$ cat config.mk
export PLATFORM = sky130hd
export DESIGN_NAME = demultiplexor4bits_1_2_buf_flat
export DESIGN_NICKNAME = d
export VERILOG_FILES = /design/src/rtl/demultiplexor4bits_1_2_buf_pkg.sv /design/src/rtl/demultiplexor4bits_1_2_buf_if.sv /design/src/rtl/demultiplexor4bits_1_2_buf_buffer.sv /design/src/rtl/demultiplexor4bits_1_2_buf.sv /design/src/flat_wrapper.sv
export SDC_FILE = /design/constraint.sdc
export NUM_CORES = 1
export LEC_CHECK = 0
export CORE_ASPECT_RATIO = 0.5
export CORE_MARGIN = 5
export CORE_UTILIZATION = 26
export CTS_BUF_LIST = sky130_fd_sc_hd__clkbuf_8
export CTS_CLUSTER_DIAMETER = 200
export DETAILED_ROUTE_END_ITERATION = 10
export SLEW_MARGIN = 20
export SYNTH_ARGS = -nofsm -noshare
export SYNTH_HDL_FRONTEND = slang
export SYNTH_SLANG_ARGS = --single-unit
export TNS_END_PERCENT = 5
$ cat constraint.sdc
create_clock -name clk -period 3.8 [get_ports clk]
set_clock_uncertainty 0.2 [all_clocks]
set_input_delay 0.76 -clock clk [delete_from_list [all_inputs] [get_ports clk]]
set_output_delay 0.76 -clock clk [all_outputs]
set_load 0.02 [all_outputs]
$ cat src/rtl/demultiplexor4bits_1_2_buf_pkg.sv
// Shared constants for the registered 1:2 demultiplexer: selector encoding,
// per-port buffer depth and statistics counter width.
package demultiplexor4bits_1_2_buf_pkg;

  localparam logic SEL_PORT1     = 1'b1;
  localparam logic SEL_PORT2     = 1'b0;
  localparam int   DEMUX_DEPTH   = 2;
  localparam int   DEMUX_STATS_W = 8;

endpackage

$ cat src/rtl/demultiplexor4bits_1_2_buf_if.sv
// Producer/consumer bundle for the 1:2 demultiplexer. Defining DEMUX_STATS_EN
// adds the per-port accepted-word counters count1/count2.
interface demultiplexor4bits_1_2_buf_if #(
  parameter int WIDTH = 4
);
  import demultiplexor4bits_1_2_buf_pkg::*;

  logic [WIDTH-1:0] inputD;
  logic             signal;
  logic             validIn;
  logic             readyIn;
  logic [WIDTH-1:0] output1D;
  logic             valid1;
  logic             ready1;
  logic [WIDTH-1:0] output2D;
  logic             valid2;
  logic             ready2;
`ifdef DEMUX_STATS_EN
  logic [DEMUX_STATS_W-1:0] count1;
  logic [DEMUX_STATS_W-1:0] count2;

  modport master (
    output inputD, signal, validIn, ready1, ready2,
    input  readyIn, output1D, valid1, output2D, valid2, count1, count2
  );
  modport slave (
    input  inputD, signal, validIn, ready1, ready2,
    output readyIn, output1D, valid1, output2D, valid2, count1, count2
  );
`else
  modport master (
    output inputD, signal, validIn, ready1, ready2,
    input  readyIn, output1D, valid1, output2D, valid2
  );
  modport slave (
    input  inputD, signal, validIn, ready1, ready2,
    output readyIn, output1D, valid1, output2D, valid2
  );
`endif

endinterface

$ cat src/rtl/demultiplexor4bits_1_2_buf_buffer.sv
// demux_buffer_2entry: 2-entry FIFO with registered head. mem0 is always the
// head so the output needs no read mux; a pop at count 2 shifts mem1 forward.
module demux_buffer_2entry
  import demultiplexor4bits_1_2_buf_pkg::*;
#(
  parameter int WIDTH = 4,
  parameter int DEPTH = DEMUX_DEPTH,
  localparam int CW   = $clog2(DEPTH + 1)
) (
  input  logic             clk,
  input  logic             rst,
  input  logic             push,
  input  logic             pop,
  input  logic [WIDTH-1:0] din,
  output logic [WIDTH-1:0] dout,
  output logic [CW-1:0]    count,
  output logic             full,
  output logic             valid
);

  logic [WIDTH-1:0] mem0;
  logic [WIDTH-1:0] mem1;
  logic             push_ok;
  logic             pop_ok;

  assign full    = (count == CW'(DEPTH));
  assign valid   = (count != '0);
  assign push_ok = push && !full;
  assign pop_ok  = pop && valid;
  assign dout    = mem0;

  // Storage: data registers are cleared too so the heads never read as X.
  always_ff @(posedge clk or posedge rst) begin
    if (rst) begin
      count <= '0;
      mem0  <= '0;
      mem1  <= '0;
    end else begin
      count <= count + CW'(push_ok) - CW'(pop_ok);
      if (push_ok) begin
        if (count == '0 || pop_ok) mem0 <= din;
        else                       mem1 <= din;
      end else if (pop_ok && full) begin
        mem0 <= mem1;
      end
    end
  end

endmodule

$ cat src/rtl/demultiplexor4bits_1_2_buf.sv
// Registered 1:2 demultiplexer: steers each accepted word to one of two
// buffered valid/ready ports. Optional DEMUX_STATS_EN adds saturating counters.
module demultiplexor4bits_1_2_buf
  import demultiplexor4bits_1_2_buf_pkg::*;
#(
  parameter int WIDTH = 4,
  parameter int DEPTH = DEMUX_DEPTH
) (
  input logic                          clk,
  input logic                          reset,
  demultiplexor4bits_1_2_buf_if.slave  bus
);

  localparam int CW = $clog2(DEPTH + 1);

  logic          sel_p1;
  logic          accept;
  logic          full1;
  logic          full2;
  logic [CW-1:0] cnt1;
  logic [CW-1:0] cnt2;

  assign sel_p1      = (bus.signal == SEL_PORT1);
  // No pop-through: acceptance depends only on the selected buffer's fill level.
  assign bus.readyIn = !reset && (sel_p1 ? !full1 : !full2);
  assign accept      = bus.validIn && bus.readyIn;

  demux_buffer_2entry #(.WIDTH(WIDTH), .DEPTH(DEPTH)) u_buf1 (
    .clk   (clk),
    .rst   (reset),
    .push  (accept && sel_p1),
    .pop   (bus.ready1),
    .din   (bus.inputD),
    .dout  (bus.output1D),
    .count (cnt1),
    .full  (full1),
    .valid (bus.valid1)
  );

  demux_buffer_2entry #(.WIDTH(WIDTH), .DEPTH(DEPTH)) u_buf2 (
    .clk   (clk),
    .rst   (reset),
    .push  (accept && !sel_p1),
    .pop   (bus.ready2),
    .din   (bus.inputD),
    .dout  (bus.output2D),
    .count (cnt2),
    .full  (full2),
    .valid (bus.valid2)
  );

`ifdef DEMUX_STATS_EN
  logic [DEMUX_STATS_W-1:0] stat1;
  logic [DEMUX_STATS_W-1:0] stat2;

  function automatic logic [DEMUX_STATS_W-1:0] sat_inc(input logic [DEMUX_STATS_W-1:0] v);
    return (v == '1) ? v : v + 1'b1;
  endfunction

  always_ff @(posedge clk or posedge reset) begin
    if (reset) begin
      stat1 <= '0;
      stat2 <= '0;
    end else if (accept) begin
      if (sel_p1) stat1 <= sat_inc(stat1);
      else        stat2 <= sat_inc(stat2);
    end
  end

  assign bus.count1 = stat1;
  assign bus.count2 = stat2;
`endif

  // Fill levels are visible through full/valid; the raw counts are only kept for debug.
  logic unused_cnt;
  assign unused_cnt = ^{cnt1, cnt2};

endmodule

$ cat src/flat_wrapper.sv
// flat-port wrapper written by rule: the top's interface ports become plain ports
module demultiplexor4bits_1_2_buf_flat import demultiplexor4bits_1_2_buf_pkg::*;
#(
  parameter int WIDTH = 4,
  parameter int DEPTH = DEMUX_DEPTH
)
  (clk, reset, bus_inputD, bus_signal, bus_validIn, bus_ready1, bus_ready2, bus_readyIn, bus_output1D, bus_valid1, bus_output2D, bus_valid2);
  demultiplexor4bits_1_2_buf_if #(.WIDTH(WIDTH)) bus_i ();
  input logic clk;
  input logic reset;
  input wire logic [$bits(bus_i.inputD)-1:0] bus_inputD;
  input wire logic [$bits(bus_i.signal)-1:0] bus_signal;
  input wire logic [$bits(bus_i.validIn)-1:0] bus_validIn;
  input wire logic [$bits(bus_i.ready1)-1:0] bus_ready1;
  input wire logic [$bits(bus_i.ready2)-1:0] bus_ready2;
  output wire logic [$bits(bus_i.readyIn)-1:0] bus_readyIn;
  output wire logic [$bits(bus_i.output1D)-1:0] bus_output1D;
  output wire logic [$bits(bus_i.valid1)-1:0] bus_valid1;
  output wire logic [$bits(bus_i.output2D)-1:0] bus_output2D;
  output wire logic [$bits(bus_i.valid2)-1:0] bus_valid2;
  assign bus_i.inputD = bus_inputD;
  assign bus_i.signal = bus_signal;
  assign bus_i.validIn = bus_validIn;
  assign bus_i.ready1 = bus_ready1;
  assign bus_i.ready2 = bus_ready2;
  assign bus_readyIn = bus_i.readyIn;
  assign bus_output1D = bus_i.output1D;
  assign bus_valid1 = bus_i.valid1;
  assign bus_output2D = bus_i.output2D;
  assign bus_valid2 = bus_i.valid2;
  demultiplexor4bits_1_2_buf #(.WIDTH(WIDTH), .DEPTH(DEPTH)) u_core (.clk(clk), .reset(reset), .bus(bus_i));
endmodule
==> impl_metrics.ini <==
[sta]
rsz0062_at_grt = no
tns_ps = 0
hold_violations = 0
fmax_mhz = 306
min_period_ps = 3260
worstMarginPinSlew_ps = 760
setup_violations = 0
fin_crit_sh_pct = 85.9
slew_violations = 0
slew_headroom_pct = 49.3

[place]
portBuffers = 20
dpl-instance-area_mm2 = 0.00129
dp_hpwl_um = 1420
dpl.cell_count = 150
gp_routability_congestion = 0.723

[final_layout]
stdcell_area_mm2 = 0.00135
utilization_pct = 34.9
fin_nets = 114
area_growth_pct = 30.1
layout-drive-gt1-share_pct = 34.0
layout_common_cells = 20 x mux2_2, 20 x clkdlybuf4s50_1, 20 x dfrtp_1
diodes = 0
fin_cells = 154

[critical_path]
endpoint_kind = output pin
cp_max_fo = 5
required_ps = 2840
critical_path_class = input pin to output pin
critPathLaunch = bus_signal
critPathLaunchType = input pin
cp.arrival_ps = 2300
rr_startpoint = u_core.u_buf2.count[0]

[route]
dr_total_vias = 639
detail-route-antenna-nets = 0
vias_per_cell = 4.15
drtIter0Drc = 28
first_pass_iters = 2
drt-total-wl_um = 1790
wire_per_inst_um = 11.6
drc = 0

[yosys]
avgSynthCellArea_um2 = 13.5
synthesis.nets = 90
yosysTopAreaCell = dfrtp_1
synth_cells = 77
yosysTopAreaCellShare_pct = 48.3
synth.distinct_cells = 24
synth_warnings = 0
yosysSeqAreaShare_pct = 48.3
synth.top_cells.by_area = dfrtp_1 48%, mux2_2 22%, mux2_4 5.8%
syn-cell-area_mm2 = 0.00104
ys_seq_elements = 20

[clock_network]
cts_max_level = 1
postCtsSetupRepairBufs = 0
clock-sinks = 20
hold_buffers = 0
cts.clk_slew.worst_paths_ps = 70
insertion_delay_ps = 250
cts_resized = 0
cts_tree = built
clk_path_buf_depth = 2
cts_buffers = 3
root_buffer = clkbuf_8

[die]
std_cell_rows = 16
die_h_um = 54.6
dieArea_mm2 = 0.00542
start_util_pct = 26.8
core_area_mm2 = 0.00386
pin_count = 21
die_x_um = 99.3

[power]
clkPwrFrac_pct = 15.5
swShare_pct = 31.6
leakage_nw = 0.573
p_sw_mw = 0.322
internal-power_mw = 0.698
pwr-share-seq_pct = 37.4
p_comb_share_pct = 47.1
ir_drop_mv = 0.208
power_density_mw_per_mm2 = 757

[worst_hold_path]
min-delay-start = u_core.u_buf2.dout[1]
hold_path.class = flip-flop to flip-flop

[outcome]
outcome = complete, no violations

[global_route]
antenna_found_initial = 0
overflow = 0
grt_pass1_wl_um = 2970
grt_max_degree = 21
grt_pass1_vias = 626
grt_util_all_layers_pct = 7.11

[flow_run]
cap_viol_max_count = 0
layer usage:
metal  routed length (um)  track usage [%]  share of wire (%)  up-vias
met5                    0                0                  0        -
met1                  853             8.31                 48      309
met2                  873             11.9                 49       10
li1                     -                -                  -      320
met3                   62             2.67                3.5        0
met4                    0             3.40                  0        0
registers in the layout, summed over array words and instances, names as in the netlist:
name and cells:
u_core.u_buf2.dout 4, u_core.u_buf1.count 2, u_core.u_buf2.count 2, u_core.u_buf2.mem1 4, u_core.u_buf1.dout 4, u_core.u_buf1.mem1 4
area by class of cell:
type / instances / area (um^2)
Clock buffer: 4 / 55.1
Timing Repair Buffer: 20 / 200
Sequential cell: 20 / 500
Fill cell: 385 / 2520
Inverter: 3 / 11.3
Tap cell: 54 / 67.6
Multi-Input combinational cell: 53 / 513
power by group through the flow:
stage	Sequential, mW	Clock [mW]	Combinational (mW)
6_report	0.382	0.158	0.480
3_5_place_dp	0.388	0	0.488
2_1_floorplan	0.425	0	0.279
3_3_place_gp	0.384	0	0.483
5_1_grt	0.398	0.174	0.520
4_1_cts	0.383	0.167	0.491
cells in the mapped netlist, drive strengths merged:
| cell type | number |
|---|---|
| and2b | 1 |
| or2 | 2 |
| ha | 3 |
| a21oi | 1 |
| buf | 1 |
| nor2 | 1 |
| nand2 | 2 |
| xnor2 | 4 |
| a22oi | 1 |
| mux2 | 24 |
| nor3b | 2 |
| and4b | 1 |
| nor2b | 2 |
| and2 | 1 |
| nand2b | 2 |
| inv | 3 |
| a211oi | 1 |
| o21ai | 2 |
| dfrtp | 20 |
| nand4 | 1 |
| nand3b | 2 |
path summary, 6_finish.rpt:
| path | to | slack (ps) | cells after the start |
|---|---|---|---|
| worst max register to register | u_core.u_buf2.count[1] | 1810 | 7 |
| max in group asynchronous | u_core.u_buf1.mem1[3] | 2060 | 2 |
| worst min-delay path | u_core.u_buf2.dout[1] | 310 | 1 |
| worst max-delay path | bus_readyIn | 540 | 4 |
| min in group asynchronous | u_core.u_buf2.count[0] | 860 | 2 |
| worst min register to register | u_core.u_buf2.dout[1] | 310 | 1 |
critical path: stages:
cell and delay, ps:
clkdlybuf4s50_1 570, nor3b_1 100, a211oi_2 230, clkdlybuf4s50_1 640
per-stage QoR:
step	power, mW	setup slack (ps)	hold WS (ps)
4_1_cts	1.04	524	311
3_3_place_gp	0.867	569	285
5_1_grt	1.09	501	326
2_1_floorplan	0.704	1580	267
6_report	1.02	537	308
3_5_place_dp	0.876	517	294
cell families after synthesis:
logic type,share of synthesized area [%]
AND/OR/NAND/NOR,11.2
XOR/XNOR,3.38
multiplexers,27.5
AO/OA/AOI/OAI,3.74
buffers and inverters,2.17
flip-flops,48.3
adder cells (fa/ha/maj),3.62
(Power assumes the default switching activity.)
